==> src/rtl/mem_wb_stage.sv <==
// Memory-to-writeback pipeline stage: one-entry retire slot, load extraction, writeback mux,
// register-file write port, forwarding tap and retired-instruction counter.
module mem_wb_stage #(
  parameter int XLEN = 64,
  parameter int PC_W = 64,
  parameter int IW   = 32
) (
  input  logic            clk,
  input  logic            rst,
  input  logic            in_valid,
  output logic            in_ready,
  input  logic [PC_W-1:0] in_pc,
  input  logic [IW-1:0]   in_instr,
  input  logic [4:0]      in_rd,
  input  logic            in_rd_we,
  input  logic [1:0]      in_wb_sel,
  input  logic [XLEN-1:0] in_alu,
  input  logic [XLEN-1:0] in_imm,
  input  logic [XLEN-1:0] in_mem_rdata,
  input  logic [2:0]      in_funct3,
  input  logic            stall,
  input  logic            flush,
  output logic            rf_we,
  output logic [4:0]      rf_rd,
  output logic [XLEN-1:0] rf_data,
  output logic [IW-1:0]   tr_instr,
  output logic [PC_W-1:0] tr_pc,
  output logic            wb_stall,
  output logic            fwd_valid,
  output logic [4:0]      fwd_rd,
  output logic [XLEN-1:0] fwd_data,
  output logic            ld_fault,
  output logic [63:0]     instret
);

  typedef enum logic [1:0] {
    WB_ALU  = 2'b00,
    WB_LOAD = 2'b01,
    WB_PC4  = 2'b10,
    WB_IMM  = 2'b11
  } wb_sel_e;

  typedef struct packed {
    logic [PC_W-1:0] pc;
    logic [IW-1:0]   instr;
    logic [4:0]      rd;
    logic            rd_we;
    wb_sel_e         wb_sel;
    logic [XLEN-1:0] alu;
    logic [XLEN-1:0] imm;
    logic [XLEN-1:0] mem_rdata;
    logic [2:0]      funct3;
  } slot_t;

  slot_t       slot_q, slot_d;
  logic        slot_v_q, slot_v_d;
  logic [63:0] instret_q, instret_d;

  logic            capture;
  logic            retire;
  logic            fault;
  logic            writes_rd;
  logic [2:0]      off;
  logic [XLEN-1:0] lane;
  logic [XLEN-1:0] ld_data;
  logic [PC_W-1:0] pc_plus4;
  logic [XLEN-1:0] wb_data;

  assign in_ready = !slot_v_q || !stall;
  assign capture  = in_valid && in_ready && !flush;
  assign retire   = slot_v_q && !stall;

  // NOTE: every signal written in an always_comb gets a default first, so no path infers a latch.
  always_comb begin
    slot_d   = slot_q;
    slot_v_d = slot_v_q;
    if (capture) begin
      slot_d.pc        = in_pc;
      slot_d.instr     = in_instr;
      slot_d.rd        = in_rd;
      slot_d.rd_we     = in_rd_we;
      slot_d.wb_sel    = wb_sel_e'(in_wb_sel);
      slot_d.alu       = in_alu;
      slot_d.imm       = in_imm;
      slot_d.mem_rdata = in_mem_rdata;
      slot_d.funct3    = in_funct3;
      slot_v_d         = 1'b1;
    end else if (!stall || flush) begin
      slot_v_d = 1'b0;
    end
  end

  assign instret_d = retire ? instret_q + 64'd1 : instret_q;

  // NOTE: state is updated with non-blocking assignments so every register samples pre-edge values.
  always_ff @(posedge clk or negedge rst) begin
    if (!rst) begin
      slot_q    <= '0;
      slot_v_q  <= 1'b0;
      instret_q <= '0;
    end else begin
      slot_q    <= slot_d;
      slot_v_q  <= slot_v_d;
      instret_q <= instret_d;
    end
  end

  // Memory data is doubleword-aligned; the low address bits pick the starting byte lane.
  assign off  = slot_q.alu[2:0];
  assign lane = slot_q.mem_rdata >> {off, 3'b000};

  always_comb begin
    ld_data = '0;
    unique case (slot_q.funct3)
      3'b000:  ld_data = {{(XLEN-8){lane[7]}}, lane[7:0]};
      3'b001:  ld_data = {{(XLEN-16){lane[15]}}, lane[15:0]};
      3'b010:  ld_data = {{(XLEN-32){lane[31]}}, lane[31:0]};
      3'b011:  ld_data = lane;
      3'b100:  ld_data = {{(XLEN-8){1'b0}}, lane[7:0]};
      3'b101:  ld_data = {{(XLEN-16){1'b0}}, lane[15:0]};
      3'b110:  ld_data = {{(XLEN-32){1'b0}}, lane[31:0]};
      default: ld_data = '0;
    endcase
  end

  always_comb begin
    fault = 1'b0;
    if (slot_q.wb_sel == WB_LOAD) begin
      unique case (slot_q.funct3)
        3'b001, 3'b101: fault = off[0];
        3'b010, 3'b110: fault = (off[1:0] != 2'b00);
        3'b011:         fault = (off != 3'b000);
        3'b111:         fault = 1'b1;
        default:        fault = 1'b0;
      endcase
    end
  end

  assign pc_plus4 = slot_q.pc + PC_W'(4);

  always_comb begin
    wb_data = slot_q.alu;
    unique case (slot_q.wb_sel)
      WB_ALU:  wb_data = slot_q.alu;
      WB_LOAD: wb_data = ld_data;
      WB_PC4:  wb_data = XLEN'(pc_plus4);
      WB_IMM:  wb_data = slot_q.imm;
      default: wb_data = slot_q.alu;
    endcase
  end

  // Forwarding ignores stall: a held slot still owns the newest value of its rd.
  assign writes_rd = slot_v_q && slot_q.rd_we && (slot_q.rd != 5'd0) && !fault;

  assign rf_we     = writes_rd && !stall;
  assign rf_rd     = slot_q.rd;
  assign rf_data   = wb_data;
  assign tr_instr  = slot_q.instr;
  assign tr_pc     = slot_q.pc;
  assign wb_stall  = !retire;
  assign fwd_valid = writes_rd;
  assign fwd_rd    = slot_q.rd;
  assign fwd_data  = wb_data;
  assign ld_fault  = retire && fault;
  assign instret   = instret_q;

endmodule

==> config.mk <==
export PLATFORM = sky130hd
export DESIGN_NAME = mem_wb_stage
export DESIGN_NICKNAME = d
export VERILOG_FILES = /design/src/rtl/mem_wb_stage.sv
export SDC_FILE = /design/constraint.sdc
export NUM_CORES = 1
export LEC_CHECK = 0
export CORE_AREA = 8 8 231 233
export CTS_CLUSTER_DIAMETER = 30
export DETAILED_ROUTE_END_ITERATION = 6
export DIE_AREA = 0 0 239 241
export GPL_ROUTABILITY_DRIVEN = 0
export PLACE_DENSITY = 0.83
export SETUP_SLACK_MARGIN = 0.05
export SYNTH_ARGS = -nofsm -noshare
export SYNTH_HDL_FRONTEND = slang
export SYNTH_SLANG_ARGS = --single-unit
export TNS_END_PERCENT = 1
==> constraint.sdc <==
create_clock -name clk -period 7.05 [get_ports clk]
set_clock_uncertainty 0.15 [all_clocks]
set_input_delay 2.115 -clock clk [delete_from_list [all_inputs] [get_ports clk]]
set_output_delay 2.115 -clock clk [all_outputs]
set_load 0.05 [all_outputs]
; ---- Word level (Yosys, flattened, before mapping)
; Cells that the tools add are included.
; W data, S select, Z words.
[op_classes]
addsub = 2
eq_ne = 10
shifts = 1
muxes = 6
n_reduce_logical = 23
[op_table]
columns = op, n
row1 = $pmux W64 S7, 1
row2 = $pmux W64 S4, 1
row3 = $add A64 B1 Y64 const B, 1
row4 = $add A64 B3 Y64 const B, 1
row5 = $shr A64 B6 Y64, 1
row6 = $eq A3 B3 Y1 const B, 4
row7 = $logic_and A1 B1 Y1, 8
row8 = $eq A3 B2 Y1 const B, 2
row9 = $logic_not A1 Y1, 5
row10 = $reduce_bool A5 Y1, 1
row11 = $eq A2 B2 Y1 const B, 2
row12 = $pmux W1 S4, 1
row13 = $reduce_bool A2 Y1, 2
row14 = $reduce_or A2 Y1, 2
row15 = $eq A3 B1 Y1 const B, 1
row16 = $logic_not A3 Y1, 1
row17 = $mux W1, 3
row18 = $reduce_bool A3 Y1, 1
row19 = $eq A2 B1 Y1 const B, 1
row20 = $logic_not A2 Y1, 1
row21 = $logic_or A1 B1 Y1, 2
[totals]
reg_bits = 364
in_bits = 304
output_inout_bits = 303
word_cells = 53

; ---- Longest topological paths before layout
[depth]
word_depth = 7
depth_mapped = 11
mapped_depth_nobuf = 7

; ---- Worst setup path before layout
; No wires, ideal clock.
[synth_timing]
path_kind = input-to-output
startpoint = input port stall
endpoint = output port rf_we
t_arrival_ns = 3.670
t_required_ns = 4.785
setup_slack_ns = 1.115
path_stages = 1
path_buffers = 0
cell_sequence = nor4_1
[synth_between]
elab_chain_cells = 2
[synth_lines]
columns = element, line
row1 = "start, declared", 21  ; input logic stall,
row2 = $logic_not A1 Y1, 155  ; assign rf_we = writes_rd && !stall;
row3 = $logic_and A1 B1 Y1, 155
row4 = "end, declared", 23  ; output logic rf_we,
; Every way passes these cells.

; ---- Worst setup path after layout
[layout_timing]
startpoint = register slot_q (netlist bit tr_pc[4])
endpoint = output port rf_data[59]
[layout_between]
elab_chain_cells = 2
[layout_lines]
columns = element, line
row1 = "start, declared", 55  ; slot_t slot_q, slot_d;
row2 = "start signal, assigned", 102  ; slot_q <= slot_d;
row3 = $add A64 B3 Y64, 139  ; assign pc_plus4 = slot_q.pc + PC_W'(4);
row4 = $pmux W64 S4, 143  ; unique case (slot_q.wb_sel)
row5 = "end, declared", 25  ; output logic [XLEN-1:0] rf_data,
; Every way passes these cells.

==> results.tsv <==
metric	value	unit
worst hold path type	reg -> reg	
Final Util	0.5874	
cts hold-fix bufs	0	
clock slew at reported path FFs	0.04	ns
M1 WL	30410	um
top-area cell type share of the netlist area	0.4509	
Post-Layout Cell Count	3046	
via density per instance	5.814	
combinational group share of total power	0.388	
P&R area growth vs syn	44.40	%
peak supply drop	0.2919	mV
Crit. End Element	output pin	
# setup viols final	0	
post-CTS resize count	0	
ys async rst share	1.000	
final net count	2603	
Pre-antenna DRT Iters	6	
layout cells sized above 1	0.2586	
Syn Nets	2158	
CTS tree	built	
root buf cell	clkbuf_16	
status	finished clean	
CTS Buffer Depth	3	
Worst-Margin Slew	1.248	ns
worst slack at placement	0.7698	ns
Final ANT Viol Nets	0	
via count	17710	
global route overflow	0	
I/O pins	607	
Slowest Stage Delay on Critical Path	0.91	ns
clock group share of total power	0.361	
count of cell types in the netlist	61	
antenna violations before repair	12	
Internal Pwr Total	0.006694	W
setup ws final	0.3262	ns
DRT iter0 DRCs	1889	
RSZ-0062 raised after global routing	no	
H-tree levels	3	
Starting Density	0.4068	
Slew HR	0.1589	
CTS buffer count	87	
Port Buffers	606	
YS warnings	0	
Clock Sinks	364	
metal2 WL	43310	um
first-pass GRT wire length	125900	um
count leader, synth	dfrtp_1	
Yosys reg bits	364	
Worst-Skew Late Latency	0.61	ns
row cnt	82	
critical path launch point type	register	
Routed WL	88250	um
max cap viols	0	
Core Footprint	0.04966	mm^2
largest cells by area after synthesis	dfrtp_1, mux2_2, buf_4	
Die Ht	241	um
Avg Cell Area, Syn	10.91	um^2
Final TNS setup	0	ns
top layer in use	met5	
total die area	0.05760	mm^2
Crit Path Category	reg -> out	
buffers plus inverters on the worst setup path	1	
fin. max-slew vios	0	
CP max-delay cell	clkdlybuf4s50_1	
Req. time, crit path	4.79	ns
Top FF cell, synth	dfrtp_1	
DRC Markers	0	
Worst path top cell family by delay	simple AND/OR/NAND/NOR gates	
setup bufs post-CTS	0	
Post-synth top cells	dfrtp_1, mux2_2, buf_4, nand2_1, clkbuf_1	
Leakage	11.93	nW
PnR Total Power	0.01110	W
Seq/Total Area, Yosys	0.4509	
pin count of the biggest net entering global routing	114	
worst-path cell chain	and4_1 > nand4_1 > nor2_1 > nand3_1 > xor2_1 > o21ai_0 > clkdlybuf4s50_1	
chip width	239	um
DR WL/cell	28.97	um
Detailed Place HPWL	65850	um
Cells after DPL	2878	
Switching Share	0.3968	
number of synthesized flops with an enable pin	0	
vias in the first global route	18860	
Post-Syn Area	0.02020	mm^2
post-synthesis cell count	1851	
worst-path maximum fanout	9	
Tmin final	6.724	ns
Hold Violations, Final	0	
DR WL met3	9531	um
switching power	0.004402	W
Seq pwr share	0.252	
maximum clock frequency	148.7	MHz
Yosys top cell by area	dfrtp_1	
fin crit share	0.9537	
PD cells	380.4	mW/mm^2
all-layer global routing usage	0.2943	
arrival time at the worst endpoint	4.46	ns
## cell usage in the layout (no fill, tap or decap), drive strengths merged, types with 9 or more instances in the layout
cell type / synthesis / layout
nor2b: 18 / 18
nor4: 20 / 20
dfrtp: 364 / 364
clkbuf: 83 / 116
nor3: 26 / 26
and2: 12 / 12
clkinv: 1 / 23
xnor2: 66 / 66
inv: 11 / 18
mux4: 23 / 23
a21oi: 59 / 59
clkinvlp: 0 / 11
clkdlybuf4s50: 0 / 523
and3: 22 / 22
nand2b: 13 / 13
o21ai: 71 / 71
a31oi: 12 / 12
a211oi: 15 / 15
o22a: 9 / 9
nand2: 140 / 140
buf: 201 / 116
mux2: 311 / 311
mux2i: 39 / 39
o221ai: 12 / 12
o22ai: 18 / 18
a22oi: 9 / 9
nor2: 61 / 61
xor2: 47 / 47
and4: 18 / 18
nand3: 67 / 67
nand4: 31 / 31
a221oi: 10 / 10
## worst reg2reg max path: cells and delay by family (launching register included)
family | cells | cell delay [ns]
xor gates and xnor gates | 1 | 0.17
adders and majority gates | 1 | 0.19
buffers and inverters | 1 | 0.23
DFF | 1 | 0.46
and+or+nand+nor | 5 | 1.66
## through the flow
stage          instance area [um^2]  hold slack (ns)
4_1_cts                       29150           0.3301
3_5_place_dp                  26190           0.3237
2_1_floorplan                 20200           0.3212
3_3_place_gp                  26190           0.3144
5_1_grt                       29160           0.3369
6_report                      29170           0.3249
## cells by family (layout without fill, tap and decap cells)
| logic type | count (synthesis) | after routing | share of synthesized area |
|---|---|---|---|
| multiplexers | 373 | 373 | 0.2183 |
| flip-flops | 364 | 364 | 0.4509 |
| AO/OA/AOI/OAI | 254 | 254 | 0.08027 |
| buffers and inverters | 296 | 812 | 0.08770 |
| XOR/XNOR | 113 | 113 | 0.04899 |
| other | 0 | 7 | 0 |
| AND/OR/NAND/NOR | 448 | 448 | 0.1120 |
| adder cells (fa/ha/maj) | 3 | 3 | 0.001858 |
## flip-flops by register name (all words and copies together) (netlist names)
| register | flops |
|---|---|
| tr_pc | 64 |
| off | 3 |
| slot_v_q | 1 |
| instret | 64 |
| tr_instr | 32 |
| fwd_rd | 5 |
| slot_q | 195 |
## per-layer routing
| metal | track usage | vias up |
|---|---|---|
| li1 | - | 7413 |
| met1 | 0.3165 | 8760 |
| met4 | 0.1574 | 8 |
| met3 | 0.1053 | 278 |
| met2 | 0.5059 | 1251 |
| met5 | 0 | - |
## path summary, 6_finish.rpt
| path | start | endpoint | slack [ns] | depth (start not counted) |
|---|---|---|---|---|
| max | tr_pc[4]$_DFFE_PN0P_ | rf_data[59] | 0.33 | 7 |
| min | instret[63]$_DFFE_PN0P_ | instret[63]$_DFFE_PN0P_ | 0.32 | 1 |
| max reg2reg | instret[0]$_DFFE_PN0P_ | instret[58]$_DFFE_PN0P_ | 4.07 | 8 |
| min reg2reg | instret[63]$_DFFE_PN0P_ | instret[63]$_DFFE_PN0P_ | 0.32 | 1 |
| max in group asynchronous | rst | off[0]$_DFFE_PN0P_ | 4.20 | 2 |
| min in group asynchronous | rst | slot_q[144]$_DFFE_PN0P_ | 1.35 | 1 |
## layout make-up
class / instances / area [um^2]
fillers: 3885 / 20490
multi-input cells: 1191 / 9339
flip-flops and latches: 364 / 9116
repair buffers: 640 / 6859
clock buffers: 115 / 2486
well taps: 672 / 840.8
clock inverters: 45 / 466.7
inverters: 12 / 45.04
diodes: 7 / 17.52
## power by group through the flow
stage / combinational [W] / sequential, W / clock, W
after floorplan: 0.00279 / 0.00267 / 0
after global placement: 0.00424 / 0.00277 / 0
after detailed placement: 0.00428 / 0.00279 / 0
after CTS: 0.00431 / 0.00277 / 0.00405
after global routing: 0.00445 / 0.00282 / 0.00417
final: 0.00430 / 0.00279 / 0.00400
(Power assumes the default switching activity.)
